==> src/rtl/prefix_adder_pkg.sv <==
// Shared types and elaboration-time helpers for the pipelined Kogge-Stone adder.
package prefix_adder_pkg;

    typedef struct packed {
        logic g;
        logic p;
    } pg_t;

    // Ceiling log2; 0 for n <= 1.
    function automatic int clog2(input int n);
        int r;
        r = 0;
        for (int v = 1; v < n; v = v * 2) begin
            r++;
        end
        return r;
    endfunction

    // Register stages needed for the prefix tree; at least one so the result is always registered.
    function automatic int num_stages(input int width, input int stage_levels);
        int lv;
        int ns;
        lv = clog2(width);
        ns = (lv + stage_levels - 1) / stage_levels;
        return (ns < 1) ? 1 : ns;
    endfunction

endpackage

==> src/rtl/prefix_black_cell.sv <==
// Radix-2 prefix combine cell; used as a gray cell by leaving p unconnected downstream.
module prefix_black_cell
    import prefix_adder_pkg::*;
(
    input  logic g_hi,
    input  logic p_hi,
    input  logic g_lo,
    input  logic p_lo,
    output logic g,
    output logic p
);

    assign g = g_hi | (p_hi & g_lo);
    assign p = p_hi & p_lo;

endmodule

==> src/rtl/pipelined_prefix_adder.sv <==
// Kogge-Stone adder with a register stage every STAGE_LEVELS prefix levels and valid/ready flow control.
// Define ADDER_SUB_EN to add the 'sub' port (A-B via inverted B and forced carry-in).
module pipelined_prefix_adder
    import prefix_adder_pkg::*;
#(
    parameter int WIDTH        = 16,
    parameter int STAGE_LEVELS = 2
) (
    input  logic             clk,
    input  logic             rst_n,
    input  logic             in_valid,
    output logic             in_ready,
    input  logic [WIDTH-1:0] a,
    input  logic [WIDTH-1:0] b,
    input  logic             cin,
`ifdef ADDER_SUB_EN
    input  logic             sub,
`endif
    output logic             out_valid,
    input  logic             out_ready,
    output logic [WIDTH-1:0] sum,
    output logic             cout,
    output logic             ovf
);

    localparam int LEVELS = clog2(WIDTH);
    localparam int NS     = num_stages(WIDTH, STAGE_LEVELS);

    logic [WIDTH-1:0] w_b;
    logic             w_cin;

`ifdef ADDER_SUB_EN
    assign w_b   = sub ? ~b : b;
    assign w_cin = sub | cin;
`else
    assign w_b   = b;
    assign w_cin = cin;
`endif

    pg_t  [WIDTH-1:0] w_bit;
    logic [WIDTH-1:0] w_g0;
    logic [WIDTH-1:0] w_pv;

    // Carry-in is folded into bit 0 so every group G below reaches down to position -1.
    always_comb begin
        w_bit = '0;
        w_g0  = '0;
        w_pv  = '0;
        for (int i = 0; i < WIDTH; i++) begin
            w_bit[i].g = a[i] & w_b[i];
            w_bit[i].p = a[i] ^ w_b[i];
            w_g0[i]    = w_bit[i].g;
            w_pv[i]    = w_bit[i].p;
        end
        w_g0[0] = w_bit[0].g | (w_bit[0].p & w_cin);
    end

    logic [WIDTH-1:0] r_g  [NS];
    logic [WIDTH-1:0] r_p  [NS];
    logic [WIDTH-1:0] r_pv [NS];
    logic [NS-1:0]    r_cin;
    logic [NS-1:0]    r_v;
    logic [WIDTH-1:0] w_sg [NS];
    logic [WIDTH-1:0] w_sp [NS];
    logic [NS-1:0]    w_adv;

    for (genvar k = 0; k < LEVELS; k++) begin : g_lvl
        localparam int D = 1 << k;
        logic [WIDTH-1:0] w_gi, w_pi, w_go, w_po;

        if (k == 0) begin : g_src_in
            assign w_gi = w_g0;
            assign w_pi = w_pv;
        end else if (k % STAGE_LEVELS == 0) begin : g_src_reg
            assign w_gi = r_g[k/STAGE_LEVELS-1];
            assign w_pi = r_p[k/STAGE_LEVELS-1];
        end else begin : g_src_comb
            assign w_gi = g_lvl[k-1].w_go;
            assign w_pi = g_lvl[k-1].w_po;
        end

        for (genvar i = 0; i < WIDTH; i++) begin : g_bit
            if (i >= D) begin : g_cell
                prefix_black_cell u_cell (
                    .g_hi (w_gi[i]),
                    .p_hi (w_pi[i]),
                    .g_lo (w_gi[i-D]),
                    .p_lo (w_pi[i-D]),
                    .g    (w_go[i]),
                    .p    (w_po[i])
                );
            end else begin : g_pass
                assign w_go[i] = w_gi[i];
                assign w_po[i] = w_pi[i];
            end
        end
    end

    for (genvar s = 0; s < NS; s++) begin : g_stg
        localparam int E = (LEVELS < (s + 1) * STAGE_LEVELS) ? LEVELS : (s + 1) * STAGE_LEVELS;
        if (E == 0) begin : g_no_tree
            assign w_sg[s] = w_g0;
            assign w_sp[s] = w_pv;
        end else begin : g_tree
            assign w_sg[s] = g_lvl[E-1].w_go;
            assign w_sp[s] = g_lvl[E-1].w_po;
        end
    end

    // Handshake: a beat transfers on valid & ready at the rising edge; a stage may load when it is
    // empty or its successor takes its content this cycle, so in_ready reflects out_ready combinationally.
    always_comb begin
        w_adv         = '0;
        w_adv[NS-1]   = !r_v[NS-1] | out_ready;
        for (int s = NS - 2; s >= 0; s--) begin
            w_adv[s] = !r_v[s] | w_adv[s+1];
        end
    end

    assign in_ready = w_adv[0];

    always_ff @(posedge clk or negedge rst_n) begin
        if (!rst_n) begin
            r_v   <= '0;
            r_cin <= '0;
            for (int s = 0; s < NS; s++) begin
                r_g[s]  <= '0;
                r_p[s]  <= '0;
                r_pv[s] <= '0;
            end
        end else begin
            if (w_adv[0]) begin
                r_v[0] <= in_valid;
                if (in_valid) begin
                    r_g[0]   <= w_sg[0];
                    r_p[0]   <= w_sp[0];
                    r_pv[0]  <= w_pv;
                    r_cin[0] <= w_cin;
                end
            end
            for (int s = 1; s < NS; s++) begin
                if (w_adv[s]) begin
                    r_v[s] <= r_v[s-1];
                    if (r_v[s-1]) begin
                        r_g[s]   <= w_sg[s];
                        r_p[s]   <= w_sp[s];
                        r_pv[s]  <= r_pv[s-1];
                        r_cin[s] <= r_cin[s-1];
                    end
                end
            end
        end
    end

    assign out_valid = r_v[NS-1];
    assign cout      = r_g[NS-1][WIDTH-1];

    if (WIDTH == 1) begin : g_w1
        assign sum = r_pv[NS-1] ^ r_cin[NS-1];
        assign ovf = r_cin[NS-1] ^ cout;
    end else begin : g_wn
        assign sum = r_pv[NS-1] ^ {r_g[NS-1][WIDTH-2:0], r_cin[NS-1]};
        assign ovf = r_g[NS-1][WIDTH-2] ^ cout;
    end

endmodule

==> config.mk <==
export PLATFORM = sky130hd
export DESIGN_NAME = pipelined_prefix_adder
export DESIGN_NICKNAME = d
export VERILOG_FILES = /design/src/rtl/prefix_adder_pkg.sv /design/src/rtl/prefix_black_cell.sv /design/src/rtl/pipelined_prefix_adder.sv
export SDC_FILE = /design/constraint.sdc
export NUM_CORES = 1
export LEC_CHECK = 0
export ABC_CLOCK_PERIOD_IN_PS = 3800
export BUFFER_PORTS_ARGS = -buffer_cell sky130_fd_sc_hd__buf_4
export CORE_UTILIZATION = 62
export CTS_BUF_LIST = sky130_fd_sc_hd__clkbuf_8
export CTS_CLUSTER_DIAMETER = 120
export CTS_CLUSTER_SIZE = 16
export DETAILED_ROUTE_END_ITERATION = 8
export PLACE_DENSITY = 0.89
export SLEW_MARGIN = 20
export SYNTH_ARGS = -nofsm -noshare
export SYNTH_HDL_FRONTEND = slang
export SYNTH_SLANG_ARGS = --single-unit
==> constraint.sdc <==
create_clock -name clk -period 3.8 [get_ports clk]
set_input_delay 1.14 -clock clk [delete_from_list [all_inputs] [get_ports clk]]
set_output_delay 1.14 -clock clk [all_outputs]
set_load 0.01 [all_outputs]
Word-level counts from Yosys, hierarchy flattened

Cells that the tools add are included.

Bits in registers: 84
Input bits: 37

Bitwise logic cells: 173
Reduce and logical (&&, ||, !) cells: 4

Operators by type and width:

| operator          | count |
|---|---|
| $and A1 B1 Y1     | 103 |
| $or A1 B1 Y1      | 52 |
| $xor A1 B1 Y1     | 17 |
| $xor A16 B16 Y16  | 1 |
| $reduce_and A2 Y1 | 2 |
| $logic_not A1 Y1  | 2 |

Longest topological paths before layout

Gate-level depths: netlist (run 1).

Depth after elaboration: 7
Mapped depth: 7
Depth with buffers taken out: 4

Hierarchy

A second synthesis (run 1) with hierarchy kept.

Cells, all modules: 310
Area total of the unflattened synthesis: 4305.4 um^2

Modules (own cells, without submodules):

| module                 | instances | cells an instance | area an instance (um^2) | sequential area each (um^2) |
|---|---|---|---|---|
| pipelined_prefix_adder | 1         | 212               | 3569.7                  | 2077.0 |
| prefix_black_cell      | 49        | 2                 | 15.0                    | 0.0 |

Worst setup path after synthesis (run 1)

No wires, ideal clock.

Kind: in2out
Start point: input out_ready
End point: output in_ready
Arrival: 1581 ps
Required time: 2660 ps
Slack: 1079 ps
Stages on the path: 2
Path buffers: 1
Cell sequence: nand3b_4 -> clkbuf_1

Longest elaborated chain between the ends: 2

Ends and longest elaborated chain:

| item            | line                          | text |
|---|---|---|
| start, declared | pipelined_prefix_adder.sv:20  | `input logic out_ready,` |
| $or A1 B1 Y1    | pipelined_prefix_adder.sv:114 | `w_adv[NS-1] = !r_v[NS-1] \| out_ready;` |
| $or A1 B1 Y1    | pipelined_prefix_adder.sv:116 | `w_adv[s] = !r_v[s] \| w_adv[s+1];` |
| end, declared   | pipelined_prefix_adder.sv:12  | `output logic in_ready,` |

Every way passes these cells.

Final worst setup path (run 1)

Ends and elaborated chain as after synthesis.

==> run metrics, run 1 <==
num rows=28; clock period minus worst slack=2.75 ns; R2R setup slack=1.73 ns; Die ar.=6550 µm²; # IOs=57; Cell Pwr Density=561 nW/µm²; gr ovfl total=0; R2R depth=4; Hold Violations, Final=0; Post-DRT Antenna Nets=0; Crit Path Class=input pin to primary output; Synth Cell Area=3860 µm²; crit path capture type=primary output; first-pass GRT wire length=13800 µm; core area=5960 µm²; largest net degree at the start of global routing=81; critical path arrival=1.61 ns; hold_sp=r_pv[31]$_DFFE_PN0P_; DRT iter0 DRCs=286; syn nets=372; Max Slew Vio Count=0; Sw Share=0.299; Clock Latency Late Sink=0.35 ns; status=completed; CTS Hold Bufs=0; Synth top area share=0.518; Die H=80.9 µm; Avg Inst Size Synth=12.1 µm²; Leak=2.12 nW; WL final=8520 µm; clk root buf=clkbuf_8; IO buf count=56; area taken by multi-input logic gates=1720 µm²; Synth Register Bits=80; Post CTS Setup Buffer Count=0; wire length per cell=18.8 µm; sequential share of power=0.460; worst vdd ir=0.349 mV; Yosys top cell by area=dfrtp_1; Setup Skew=0.0114 ns; ant diodes=0; cts repair resizes=0; Max Clk Rate=364 MHz; gpl congestion=0.842; internal power=1.77 mW; TritonCTS clock tree=built; CP max FO=2; Initial Util=0.649; Worst Path Required=2.66 ns; Register Area=2000 µm²; worst hold path stage count=1; initial antenna violation count=0; R2R Path Start=r_v[0]$_DFFE_PN0N_; Psw=0.757 mW; Area contributors post-synth=dfrtp_1 52%, mux2_2 11%, a21oi_1 6.0%; Logic pwr share=0.275; Vias=2773; max_slew headroom=0.356; worst min path class=register to register; fill cell count=382; Post-Syn Instances=319; final setup violating endpoints=0; total CTS buffers=9; vias in the first global route=2774; CP startpoint kind=input pin; DR pass1 iterations=5; Synth cell types=30; CTS Buffer Depth=2; H-tree lvl count=3; sequential share of the synthesized area=0.518; Die W=80.9 µm; clock sinks=80; post-layout util=0.757; worst slew pin tran=0.966 ns; MaxCap Viol Count=0; RSZ-0062 raised after global routing=false; final setup TNS=0 ns; Final nets=426; Worst Hold Path EP=r_pv[15]$_DFFE_PN0P_; detailed placer's ending HPWL=5860 µm; Via density=6.12; Layout area overhead=16.6%; Crit Reg-Reg Endpoint=g_lvl[2].w_gi[10]$_DFFE_PN0P_; fraction of layout cells with a size suffix above 1=0.331; Ys Warns=0; Post-route DRC=0; final worst-path cycle share=0.723; Reg clk slew, reported paths=0.08 ns; total track usage=0.289; part of the power in the clock network=0.264
==> per-stage QoR <==
stage / area (µm²) / hold slack (ns) / total power, mW / worst slack [ns] / cells
finish: 4510 / 0.506 / 2.53 / 1.05 / 453
global route: 4510 / 0.524 / 2.64 / 1.04 / 453
CTS: 4510 / 0.511 / 2.53 / 1.06 / 453
detailed placement: 4290 / 0.494 / 1.87 / 1.06 / 437
global placement: 4290 / 0.483 / 1.83 / 1.06 / 437
floorplan: 3860 / 0.474 / 1.56 / 1.08 / 319
==> registers in the layout, indices dropped and copies added, names as in the netlist <==
signal,cells
g_lvl.w_gi,16
cout,1
r_pv,31
r_g,15
r_cin,2
r_v,2
g_lvl.w_pi,13
==> power groups by stage <==
stage | combinational, mW | sequential [mW] | clock (mW)
5_1_grt | 0.758 | 1.18 | 0.702
6_report | 0.696 | 1.16 | 0.669
4_1_cts | 0.701 | 1.16 | 0.668
3_3_place_gp | 0.667 | 1.16 | 0
2_1_floorplan | 0.423 | 1.13 | 0
3_5_place_dp | 0.693 | 1.18 | 0
==> final cells by class <==
cell class / instances / area share
multi-input combinational: 212 / 0.382
timing repair buffer: 57 / 0.0950
clock buffer: 9 / 0.0275
sequential: 80 / 0.444
clock inverter: 7 / 0.0194
tap: 75 / 0.0208
inverter: 13 / 0.0108
==> cells in the final DEF (no fill, tap or decap), drive strengths merged <==
master,Yosys,routed
xor2,17,17
and3,4,4
ha,16,16
inv,13,14
a21oi,46,46
nand4,5,5
nand3b,6,6
a31oi,11,11
mux2,50,50
o21a,3,3
a211o,3,3
nand2b,3,3
clkbuf,7,9
o21ai,12,12
o211ai,4,4
nand2,10,10
mux2i,5,5
nor2,7,7
o2111ai,1,1
buf,7,57
clkinv,0,4
and2,2,2
nand3,1,1
bufinv,0,2
a21o,6,6
dfrtp,80,80
==> cells in the mapped netlist <==
cell,instances
xor2_1,17
nand3b_1,5
nand2b_1,3
nor2_1,7
nand2_2,1
nand2_1,9
buf_4,2
inv_1,13
o211ai_1,4
o21a_1,3
a21oi_1,46
mux2_4,13
clkbuf_1,7
mux2_2,37
and2_4,1
buf_6,4
nand3_1,1
ha_1,16
o21ai_0,12
dfrtp_1,80
and3_1,4
o2111ai_1,1
a21o_1,6
buf_2,1
and2_1,1
nand3b_4,1
a211o_1,3
mux2i_1,5
a31oi_1,11
nand4_1,5
==> metal layers <==
metal | vias to the layer above | track usage | routed length, µm
li1 | 1260 | - | -
met1 | 1377 | 0.383 | 3720
met4 | 0 | 0.129 | 192
met3 | 16 | 0.0663 | 549
met2 | 120 | 0.455 | 4060
met5 | - | 0 | 0
==> worst max-delay path by stage <==
stage / startpoint / to / slack (ns) / depth (start not counted)
6_report: out_ready / in_ready / 1.05 / 3
5_1_grt: out_ready / in_ready / 1.04 / 3
3_3_place_gp: out_ready / in_ready / 1.06 / 3
4_1_cts: out_ready / in_ready / 1.06 / 3
2_1_floorplan: out_ready / in_ready / 1.08 / 2
3_5_place_dp: out_ready / in_ready / 1.06 / 3
==> critical path, cell delays in order <==
cell and delay [ns]:
buf_4 0.12, nand3b_4 0.17, buf_4 0.17
==> kinds of logic after synthesis <==
kind of cell / Yosys count / synth area share
AOI/OAI and AO/OA: 86 / 0.127
DFF: 80 / 0.518
muxes: 55 / 0.171
and+or+nand+nor: 38 / 0.0567
buffers and inverters: 27 / 0.0363
xor gates and xnor gates: 17 / 0.0385
adders and majority gates: 16 / 0.0518
No activity file was read; power rests on OpenSTA's default activity.
==> run 2: changes to the inputs <==
ABC_AREA = 1   (was default)
ABC_CLOCK_PERIOD_IN_PS = 2200   (was 3800)
CORE_UTILIZATION = 53   (was 62)
PLACE_DENSITY = 0.81   (was 0.89)
clock period = 2.2 ns   (was 3.8 ns; I/O delays follow)
==> run metrics, run 2 <==
crit path capture type=primary output; Yosys top cell by area=dfrtp_1; commonest cells in the netlist=210 x nand2_1, 80 x dfrtp_1, 62 x inv_1; clock period minus worst slack=1.82 ns; R2R setup slack=0.47 ns (-1.26 ns); worst min path class=input pin to asynchronous set/reset pin; Critical path destination=in_ready; wire length on met1=3830 µm (+3.1%); Die W=88.4 µm (+9.2%); H-tree lvl count=3 (unchanged); worst slew pin tran=0.985 ns (+0.0190 ns); most frequent cell after synthesis=nand2_1; Synth Register Bits=80 (unchanged); total track usage=0.227 (-0.0626); MaxCap Viol Count=0 (unchanged); fraction of layout cells with a size suffix above 1=0.172 (-0.159); IO buf count=56 (unchanged); Max Clk Rate=548 MHz; Worst Setup SP=out_ready; post-layout util=0.645 (-0.112); Reg clk slew, reported paths=0.07 ns (about the same); Top Layer Used=met4; dpl cells=630 (+44%); vias in the first global route=2879 (+3.8%); Initial Util=0.548 (-0.101); Design Area, Final=4650 µm² (+3.2%); Synth top area share=0.506 (-0.0118); Ys Warns=0 (unchanged); area taken by multi-input logic gates=1610 µm² (-6.5%); Leak=2.60 nW (+23%); R2R Path Start=r_v[1]$_DFFE_PN0P_; CTS Buffer Depth=2 (unchanged); Met2 Wirelength=3570 µm (-12%); CP max FO=4 (+2); Post-route DRC=0 (unchanged); final worst-path cycle share=0.829; routed wl met3=390 µm (-29%); max_slew headroom=0.343 (-0.0136); Synth cell types=17 (-43%); Avg Inst Size Synth=8.17 µm² (-33%); RSZ-0062 raised after global routing=false; DR pass1 iterations=5 (unchanged); max FFs per register=31 (unchanged); WL final=7880 µm (-7.5%); Final nets=595 (+40%); final setup violating endpoints=0 (unchanged); gr ovfl total=0 (unchanged); R2R depth=5 (+1); CTS Hold Bufs=0 (unchanged); Die ar.=7810 µm² (+19%); DRT iter0 DRCs=217 (-24%); hold slack final=0.141 ns (-0.365 ns); clock sinks=80 (unchanged); Worst Path Required=1.54 ns (-1.12 ns); Tot Pwr=4.37 mW (+73%); DP Area=4450 µm² (+3.7%); first-pass GRT wire length=13200 µm (-4.6%); syn nets=537 (+44%); Die H=88.4 µm (+9.2%); Cell Count, Final, Fillers Out=646 (+43%); largest net degree at the start of global routing=57 (-30%); Synth Cell Area=3950 µm² (+2.3%); core area=7210 µm² (+21%); cts repair resizes=0 (unchanged); Post-DRT Antenna Nets=0 (unchanged); sequential share of the synthesized area=0.506 (-0.0118); final worst slack=0.376 ns (-0.677 ns); commonest cells after routing, fill and taps aside=210 x nand2_1, 80 x dfrtp_1, 64 x inv_1, 61 x buf_4, 36 x o21ai_0; Post CTS Setup Buffer Count=0 (unchanged); Layout area overhead=17.7%; gpl congestion=0.801 (-4.9%); Max Slew Vio Count=0 (unchanged); worst vdd ir=0.357 mV (+2.2%); CP startpoint kind=input pin; EDFF count, synth=0 (unchanged); Post-Place Setup Slack=0.139 ns (-0.920 ns); # IOs=57 (unchanged); num rows=31 (+11%); Top FF cell, synth=dfrtp_1; clk root buf=clkbuf_8; Register Area=2000 µm² (unchanged); most common cell after layout, fill and taps aside=nand2_1; Hold Violations, Final=0 (unchanged); status=completed; Via density=4.87 (-20%); final setup TNS=0 ns (unchanged); Post-Syn Instances=484 (+52%); fill cell count=656 (+72%); initial antenna violation count=0 (unchanged); TritonCTS clock tree=built; Setup Skew=0.00637 ns (-0.00501 ns); Largest Register=r_pv; Crit Reg-Reg Endpoint=r_pv[24]$_DFFE_PN0P_; Vias=3149 (+14%); detailed placer's ending HPWL=5790 µm (-1.2%); ant diodes=0 (unchanged); wire length per cell=12.2 µm (-35%); Area contributors post-synth=dfrtp_1 51%, nand2_1 20%, inv_1 5.9%; Cell Pwr Density=939 nW/µm² (+67%); Crit Path Class=input pin to primary output; total CTS buffers=9 (unchanged); critical path arrival=1.16 ns (-0.45 ns); Clock Latency Late Sink=0.35 ns (about the same); ys async rst share=1.00 (unchanged)
-- run 2: power breakdown --
part           internal [mW]  leakage, nW  switching, mW
Sequential              1.79         1.01          0.201
Clock                  0.574        0.112          0.492
Combinational          0.603         1.48          0.712
-- run 2: layout make-up --
class	count	area share
multi-input combinational	325	0.346
inverter	64	0.0516
clock inverter	5	0.0102
timing repair buffer	62	0.103
sequential	80	0.430
tap	99	0.0266
clock buffer	11	0.0325
-- run 2: kinds of logic after synthesis --
kind of cell             share of synthesized area
AND/OR/NAND/NOR                              0.229
adder cells (fa/ha/maj)                     0.0506
AO/OA/AOI/OAI                               0.0896
buffers and inverters                       0.0867
XOR/XNOR                                    0.0377
flip-flops                                   0.506
-- run 2: critical path, cell delays in order --
cell,delay (ns)
buf_4,0.11
inv_1,0.07
nand3_2,0.13
buf_4,0.19
-- run 2: worst min path at each step --
stage                          from              endpoint  slack [ns]
2_1_floorplan                 rst_n      cout$_DFFE_PN0P_        0.36
3_3_place_gp   r_pv[30]$_DFFE_PN0P_  r_pv[14]$_DFFE_PN0P_        0.46
3_5_place_dp   r_pv[30]$_DFFE_PN0P_  r_pv[14]$_DFFE_PN0P_        0.46
4_1_cts                       rst_n  r_pv[19]$_DFFE_PN0P_        0.13
5_1_grt                       rst_n  r_pv[19]$_DFFE_PN0P_        0.13
6_report                      rst_n  r_pv[19]$_DFFE_PN0P_        0.14
-- run 2: routing by layer --
metal  GRT usage  up-vias
met2       0.344       78
met1       0.320     1465
met5           0        -
met4      0.0733        0
met3      0.0588        8
li1            -     1598
